## src/rtl/lsu_mem_initiator.sv

```systemverilog
// -----------------------------------------------------------------------------
// lsu_mem_initiator
// Load/store initiator sitting between the core execute/memory stage and the
// byte-addressed data memory. One request is in flight at a time. Requests are
// screened for funct3 legality, natural alignment and address range before any
// memory access is issued; failing requests answer with an error pulse one
// cycle after acceptance.
//
// Ports:
//   clk, rst            clock, synchronous active-high reset
//   req_valid/req_ready request handshake (ready only in IDLE, not in reset)
//   req_we, req_funct3  store/load select and RISC-V load/store funct3
//   req_addr, req_wdata byte address and store data
//   resp_valid          one-cycle response pulse
//   resp_rdata          load data (0 for stores and errors), held between pulses
//   resp_err            error qualifier for resp_valid
//   mem_addr/mem_write/mem_read/mem_wdata/mem_funct3  data memory controls
//   mem_rdata           data memory read data (registered inside the memory)
// -----------------------------------------------------------------------------
module lsu_mem_initiator #(
    parameter int MEM_BYTES = 4096
) (
    input  logic        clk,
    input  logic        rst,
    input  logic        req_valid,
    output logic        req_ready,
    input  logic        req_we,
    input  logic [2:0]  req_funct3,
    input  logic [31:0] req_addr,
    input  logic [31:0] req_wdata,
    output logic        resp_valid,
    output logic [31:0] resp_rdata,
    output logic        resp_err,
    output logic [31:0] mem_addr,
    output logic        mem_write,
    output logic        mem_read,
    output logic [31:0] mem_wdata,
    output logic [2:0]  mem_funct3,
    input  logic [31:0] mem_rdata
);

    typedef enum logic [1:0] {
        ST_IDLE   = 2'd0,
        ST_ACCESS = 2'd1,
        ST_WAIT   = 2'd2
    } state_t;

    localparam logic [32:0] LP_LIMIT = 33'(MEM_BYTES);

    state_t      r_state;
    state_t      w_state_nxt;

    logic        r_we;
    logic [2:0]  r_funct3;
    logic [31:0] r_addr;
    logic [31:0] r_wdata;

    logic [2:0]  w_bytes;
    logic        w_f3_legal;
    logic        w_misaligned;
    logic [32:0] w_last;
    logic        w_out_of_range;
    logic        w_req_err;
    logic        w_accept;
    logic        w_capture;
    logic        w_resp_valid_nxt;
    logic        w_resp_err_nxt;
    logic [31:0] w_resp_rdata_nxt;

    assign req_ready = (r_state == ST_IDLE) && !rst;
    assign w_accept  = req_valid && req_ready;

    // Request screening: access size, funct3 legality, alignment and range.
    always_comb begin
        w_bytes    = 3'd1;
        w_f3_legal = 1'b0;
        case (req_funct3)
            3'b000:  begin w_bytes = 3'd1; w_f3_legal = 1'b1;     end
            3'b001:  begin w_bytes = 3'd2; w_f3_legal = 1'b1;     end
            3'b010:  begin w_bytes = 3'd4; w_f3_legal = 1'b1;     end
            3'b100:  begin w_bytes = 3'd1; w_f3_legal = !req_we;  end
            3'b101:  begin w_bytes = 3'd2; w_f3_legal = !req_we;  end
            default: begin w_bytes = 3'd1; w_f3_legal = 1'b0;     end
        endcase

        if (w_bytes == 3'd2) begin
            w_misaligned = req_addr[0];
        end else if (w_bytes == 3'd4) begin
            w_misaligned = (req_addr[1:0] != 2'b00);
        end else begin
            w_misaligned = 1'b0;
        end

        // Last byte touched, in 33 bits so addresses near 2^32 cannot wrap
        // back into the legal window.
        w_last         = {1'b0, req_addr} + {30'd0, w_bytes} - 33'd1;
        w_out_of_range = (w_last >= LP_LIMIT);
        w_req_err      = !w_f3_legal || w_misaligned || w_out_of_range;
    end

    // Next-state and next-response decode.
    always_comb begin
        w_state_nxt      = r_state;
        w_capture        = 1'b0;
        w_resp_valid_nxt = 1'b0;
        w_resp_err_nxt   = 1'b0;
        w_resp_rdata_nxt = resp_rdata;
        case (r_state)
            ST_IDLE: begin
                if (w_accept && w_req_err) begin
                    w_resp_valid_nxt = 1'b1;
                    w_resp_err_nxt   = 1'b1;
                    w_resp_rdata_nxt = 32'd0;
                end else if (w_accept) begin
                    w_capture   = 1'b1;
                    w_state_nxt = ST_ACCESS;
                end else begin
                    w_state_nxt = ST_IDLE;
                end
            end
            ST_ACCESS: begin
                if (r_we) begin
                    // Memory commits the write on this edge; answer now.
                    w_resp_valid_nxt = 1'b1;
                    w_resp_rdata_nxt = 32'd0;
                    w_state_nxt      = ST_IDLE;
                end else begin
                    w_state_nxt = ST_WAIT;
                end
            end
            ST_WAIT: begin
                // mem_rdata was registered by the memory on the previous edge.
                w_resp_valid_nxt = 1'b1;
                w_resp_rdata_nxt = mem_rdata;
                w_state_nxt      = ST_IDLE;
            end
            default: begin
                w_state_nxt = ST_IDLE;
            end
        endcase
    end

    // State, held request and registered response; reset drops any pending response.
    always_ff @(posedge clk) begin
        if (rst) begin
            r_state    <= ST_IDLE;
            resp_valid <= 1'b0;
            resp_err   <= 1'b0;
            resp_rdata <= 32'd0;
            r_we       <= 1'b0;
            r_funct3   <= 3'd0;
            r_addr     <= 32'd0;
            r_wdata    <= 32'd0;
        end else begin
            r_state    <= w_state_nxt;
            resp_valid <= w_resp_valid_nxt;
            resp_err   <= w_resp_err_nxt;
            resp_rdata <= w_resp_rdata_nxt;
            if (w_capture) begin
                r_we     <= req_we;
                r_funct3 <= req_funct3;
                r_addr   <= req_addr;
                r_wdata  <= req_wdata;
            end else begin
                r_we     <= r_we;
                r_funct3 <= r_funct3;
                r_addr   <= r_addr;
                r_wdata  <= r_wdata;
            end
        end
    end

    // Memory port decode: idle drives a harmless no-op funct3 and zeros.
    always_comb begin
        mem_write  = 1'b0;
        mem_read   = 1'b0;
        mem_funct3 = 3'b011;
        mem_addr   = 32'd0;
        mem_wdata  = 32'd0;
        case (r_state)
            ST_ACCESS: begin
                mem_write  = r_we;
                mem_read   = !r_we;
                mem_funct3 = r_funct3;
                mem_addr   = r_addr;
                mem_wdata  = r_wdata;
            end
            ST_WAIT: begin
                mem_read   = 1'b1;
                mem_funct3 = r_funct3;
                mem_addr   = r_addr;
            end
            default: begin
                mem_write = 1'b0;
            end
        endcase
    end

endmodule
```

## config.mk

```make
export PLATFORM = sky130hd
export DESIGN_NAME = lsu_mem_initiator
export DESIGN_NICKNAME = d
export VERILOG_FILES = /design/src/rtl/lsu_mem_initiator.sv
export SDC_FILE = /design/constraint.sdc
export NUM_CORES = 1
export LEC_CHECK = 0
export BUFFER_PORTS_ARGS = -buffer_cell sky130_fd_sc_hd__clkbuf_2
export CAP_MARGIN = 25
export CORE_ASPECT_RATIO = 1.5
export CORE_MARGIN = 4
export CORE_UTILIZATION = 30
export CTS_BUF_LIST = sky130_fd_sc_hd__clkbuf_4 sky130_fd_sc_hd__clkbuf_8
export CTS_CLUSTER_DIAMETER = 150
export CTS_CLUSTER_SIZE = 24
export DETAILED_ROUTE_END_ITERATION = 7
export SLEW_MARGIN = 20
export SYNTH_ARGS = -nofsm -noshare
export SYNTH_HDL_FRONTEND = slang
export SYNTH_SLANG_ARGS = --single-unit
```

## constraint.sdc

```tcl
create_clock -name clk -period 5.22 [get_ports clk]
set_input_delay 0 -clock clk [delete_from_list [all_inputs] [get_ports clk]]
set_output_delay 0 -clock clk [all_outputs]
set_load 0.01 [all_outputs]
```

### Word level (Yosys, flattened, before mapping)

Index checks and enable logic that the tools add are counted.

| storage, ports and cells | value |
|---|---|
| bits of input ports | 103 |
| memories | 0 |
| RAM bits | 0 |
| latch bits | 0 |
| logic and storage cells | 64 |
| register bits after elaboration | 104 |
| ROM bits | 0 |

| operators by class | value |
|---|---|
| multiply operators | 0 |
| $lt $le $gt $ge | 1 |
| $add $sub $neg | 2 |
| shifts and indexed selects | 0 |
| reductions and logical operators | 19 |
| equal/unequal tests | 11 |
| bitwise operators | 1 |
| div/mod/pow operators | 0 |
| multiplexer cells | 22 |

Operator list:

| kind | count |
|---|---|
| 2-to-1 mux 32 bit | 4 |
| case mux 32 bit (3 select lines) | 1 |
| adder 32 x 3 -> 33 bit | 1 |
| >= comparator 33 x 13 -> 1 bit, second input constant | 1 |
| subtractor 33 x 1 -> 33 bit, second input constant | 1 |
| equality test 3 bit, second input constant | 3 |
| 2-to-1 mux 1 bit | 9 |
| OR reduction 2 bit | 4 |
| equality test 3 x 2 -> 1 bit, second input constant | 2 |
| case mux 3 bit (2 select lines) | 1 |
| logical NOT 1 bit | 4 |
| 2-to-1 mux 2 bit | 2 |
| inequality test 2 bit, second input constant | 2 |
| case mux 1 bit (2 select lines) | 2 |
| case mux 2 bit (2 select lines) | 1 |
| equality test 3 x 1 -> 1 bit, second input constant | 1 |
| logical AND 1 bit | 3 |
| logical NOT 3 bit | 1 |
| 2-to-1 mux 3 bit | 1 |
| case mux 1 bit (3 select lines) | 1 |
| AND reduction 3 bit | 1 |
| nonzero test 3 bit | 1 |
| OR reduction 3 bit | 1 |
| equality test 2 x 1 -> 1 bit, second input constant | 1 |
| 6 further kinds | 7 |

### Depth between registers and ports, before layout

| logic depth | value |
|---|---|
| word-level depth | 11 |
| mapped depth | 20 |
| depth with buffers taken out | 18 |

### Worst setup path before layout

Ideal clock, no wire load.

| path | value |
|---|---|
| path type | input to register |
| start | input port req_funct3[2] |
| end | register r_wdata[0] |
| data required time | 5.088 ns |
| arrival | 3.492 ns |
| slack | 1.596 ns |
| stages | 17 |
| path through | nor2_1 > nand2_1 > ha_1 > inv_1 > ha_1 > a211oi_2 > o41ai_4 > a41oi_4 > a21boi_1 > or3_1 > a2111oi_2 > nand4_1 > or4_1 > buf_4 > buf_6 > o21ai_1 > a21oi_1 |

| on the way | value |
|---|---|
| word-level cells in the longest chain between the ends | 11 |
| elaborated cells on any way between the ends | 23 |

Ends and longest elaborated chain:

| what | line | RTL |
|---|---|---|
| from (decl) | 28 | `input logic [2:0] req_funct3,` |
| parallel branches: the longest is 7 deep, another holds adder 32 x 3 -> 33 bit | n/a |  |
| logical OR 1 bit (*) | 98 | `w_req_err = !w_f3_legal \|\| w_misaligned \|\| w_out_of_range;` |
| logical AND 1 bit (*) | 110 | `if (w_accept && w_req_err) begin` |
| 2-to-1 mux 1 bit (*) | 110 |  |
| 2-to-1 mux 1 bit (*) | 108 | `case (r_state)` |
| to (signal assigned) | 163 | `r_wdata <= req_wdata;` |
| to (signal assigned) | 168 | `r_wdata <= r_wdata;` |
| to (decl) | 56 | `logic [31:0] r_wdata;` |

Mark *: on every way between the ends.
A chain may end at the register's enable or synchronous reset.

### Worst setup path in the final report

| path | value |
|---|---|
| start | input port req_funct3[1] |
| end | register r_funct3[0] |

| on the way | value |
|---|---|
| word-level cells in the longest chain between the ends | 11 |
| elaborated cells on any way between the ends | 23 |

Ends and longest elaborated chain:

| what | line | RTL |
|---|---|---|
| parallel branches: the longest is 7 deep, another holds adder 32 x 3 -> 33 bit | n/a |  |
| logical OR 1 bit (*) | 98 |  |
| logical AND 1 bit (*) | 110 |  |
| 2-to-1 mux 1 bit (*) | 110 |  |
| 2-to-1 mux 1 bit (*) | 108 |  |
| to (signal assigned) | 161 | `r_funct3 <= req_funct3;` |
| to (signal assigned) | 166 | `r_funct3 <= r_funct3;` |
| to (decl) | 54 | `logic [2:0] r_funct3;` |

Marked as above.

==> results by group <==
Synth
  – Most frequent cell after synthesis: a21oi_1
  – Synth warn: 0
  – Top post-synthesis cells by area: dfxtp_1, a21oi_1, nand3_1
  – Avg Inst Size Synth: 7.41 µm²
  – Top cell type's share of synthesized area: 29.0%
  – Post-synthesis cell area: slightly above 7000 µm²
  – Synth Instances: a little under 1,000
  – Number of enable flip-flop cells after synthesis: 0
  – Ys async rst share: 0%
  – #FFs+latches synth: 104
  – Synth cell types: 68
  – Cell accounting for the most synthesized area: dfxtp_1
  – Commonest cells in the netlist: a21oi_1, nand3_1, dfxtp_1, and2_1, o21ai_1
  – Sequential fraction of the synthesis area: 29.0%
  – Commonest register cell after synthesis: dfxtp_1
  – Synth Net Count: 1,112

Clock network
  – Clk slew on worst S/H paths: ~0.10 ns
  – Post CTS Setup Buffer Count: 0
  – CTS Buffer Depth: 2
  – Root buffer cell: clkbuf_8
  – CTS sink count: ~100
  – Latest clock arrival within the worst-skew pair: 0.40 ns
  – CTS Buf Count: 9
  – CTS HTree Levels: 3
  – TritonCTS clock tree: done

Detailed routing
  – Post-Route WL: 25,900 µm
  – DRT Pass-1 Iters: 7
  – Remaining antenna violation count: 0
  – DRC: 0
  – Routed vias: 8,129
  – Vias per Instance: between 5 and 6
  – 1st-iter DRT viols: 598
  – Routed WL per cell: 16.8 µm

Die
  – Die area: 26,600 µm²
  – Effective utilization at floorplan: between 30% and 40%
  – # IOs: about 210
  – Die Wd: 134 µm
  – Area of the core: ~24,000 µm²
  – Die H: about 200 µm
  – Row count: just under 70

Worst setup path
  – Worst r2r src: r_state[0]$_SDFFE_PP0P_
  – Crit path launch type: input port
  – Type of the worst setup path: input port to register
  – Crit path from: req_funct3[1]
  – Worst Path Arrival: around 5 ns
  – Worst Setup End Kind: register
  – Required @ worst endpoint: 5.48 ns
  – Max FO, Critical Path: 66

Placement
  – Placed cells: 1,426
  – DP HPWL: 18,000 µm
  – Final GP Congestion: 0.849
  – # port buffers: 206

Pwr
  – Peak supply drop: 0.103 mV
  – Pleak: 3.95 nW
  – P per Cell Area: between 150 and 200 nW/µm²

STA
  – Final hold violation count: 0
  – Post-Route Setup TNS: 0 ns
  – Fin crit share: 90.1%
  – Worst slew pin tran: between 0.8 and 0.9 ns
  – Max Freq: 0.213 GHz
  – Fin crit period: 4.70 ns
  – Hold_ws: 0.0682 ns
  – Slew margin rel.: between 40% and 50%
  – Clock skew: 0.0109 ns
  – Max-slew violation count: 0
  – Final setup violation count: 0
  – Unrepaired setup endpoints after global routing: no

Global routing
  – Initial antenna violation count: 0
  – Vias in the first global route: 7,805
  – Total gr overflow: 0
  – All-Layer GR Usage: 18.7%
  – First-pass GRT wire length: 40,500 µm
  – Largest net degree at the start of global routing: 72

Cells and area
  – Fin cells: between 1,500 and 2,000
  – Area growth syn-to-layout: 33.7%
  – Fillers: around 2,500
  – Final net count: around 1,400
  – Share of layout cells above drive strength 1: 20.4%
  – Multi-input logic area: between 4000 and 5000 µm²
  – Reg area: 2080 µm²
  – Ant. Diodes: 0

Job
  – Max-cap violations: 0

Min path
  – Worst min path class: input port to register
  – Min-delay src: rst

Outcome
  – Status: completed
worst max-delay path: stages:
cell	delay, ns
dlygate4sd3_1	0.55
clkbuf_2	0.14
nand2b_1	0.17
ha_1	0.28
inv_1	0.06
ha_1	0.17
inv_1	0.06
fa_1	0.40
nor2b_1	0.23
o31a_1	0.26
o21ai_0	0.31
a21oi_1	0.26
mux2i_1	0.29
nor4b_1	0.30
nand4_1	0.21
or4_2	0.70
buf_12	0.25
o21ai_1	0.17
a21oi_1	0.08
registers in the layout, indices dropped and copies added, names as in the netlist:
register    cells
resp_valid      1
r_addr         32
resp_rdata     32
r_state         2
resp_err        1
r_wdata        32
r_we            1
r_funct3        3
through the flow:
step / cell area [µm²] / power [mW] / util (%) / setup WS [ns]
3_3_place_gp: 8370 / 1.24 / 35.4 / 0.714
3_5_place_dp: 8390 / 1.24 / 35.5 / 0.690
5_1_grt: 9610 / 1.94 / 40.6 / 0.109
2_1_floorplan: 7190 / 1.10 / - / 1.60
4_1_cts: 9600 / 1.86 / 40.6 / 0.541
6_report: 9610 / 1.83 / 40.6 / 0.515
area by class of cell:
type	instances	share of cell area [%]
clock buffer	10	1.37
clock inverter	6	0.768
inverter	56	2.19
multi-input combinational	731	47.4
sequential	104	21.7
tap	319	4.15
timing repair buffer	317	22.4
what timing repair did:
| action | in CTS | in global routing |
|---|---|---|
| gates resized for setup | 0 | 0 |
| hold buffers | 100 | 0 |
| endpoints found under the hold margin | 100 | 0 |
path summary, 6_finish.rpt:
kind,to,slack (ns),cells past startpoint
worst max-delay path,r_funct3[0]$_SDFFE_PP0P_,0.52,19
worst min register to register,resp_rdata[11]$_SDFFE_PP0P_,0.47,2
worst max register to register,r_funct3[1]$_SDFFE_PP0P_,2.68,7
worst min-delay path,resp_rdata[8]$_SDFFE_PP0P_,0.07,2
per-layer routing:
metal,track usage (%),part of all wire [%]
met1,21.6,41
met2,33.8,52
met3,1.99,3.4
met4,10.2,4.5
met5,0,0
cell usage in the layout, fill, tap and decap left out, types with 10 or more instances in the layout:
master / n
clkbuf_2: 205
a21o_1: 10
o211ai_1: 36
dfxtp_1: 104
o21ai_1: 73
nand2_1: 36
and2_1: 72
ha_1: 37
a21oi_1: 143
nor3_1: 10
nand4_1: 13
nand3_1: 111
nor2_1: 34
inv_1: 56
o21ai_0: 23
dlygate4sd3_1: 100
report_power, final:
part / leakage [nW] / internal (mW) / switching, mW
Combinational: 3.01 / 0.203 / 0.289
Sequential: 0.838 / 0.794 / 0.000270
Clock: 0.105 / 0.234 / 0.314
cells by family after synthesis:
| group | after synthesis | synth area share [%] |
|---|---|---|
| and+or+nand+nor | 328 | 24.6 |
| muxes | 2 | 0.278 |
| AOI/OAI and AO/OA | 355 | 30.5 |
| DFF | 104 | 29.0 |
| adders and majority gates | 39 | 6.89 |
| buffers and inverters | 135 | 7.95 |
| xor gates and xnor gates | 7 | 0.853 |
Note: power is estimated with default switching activity, not from simulation.
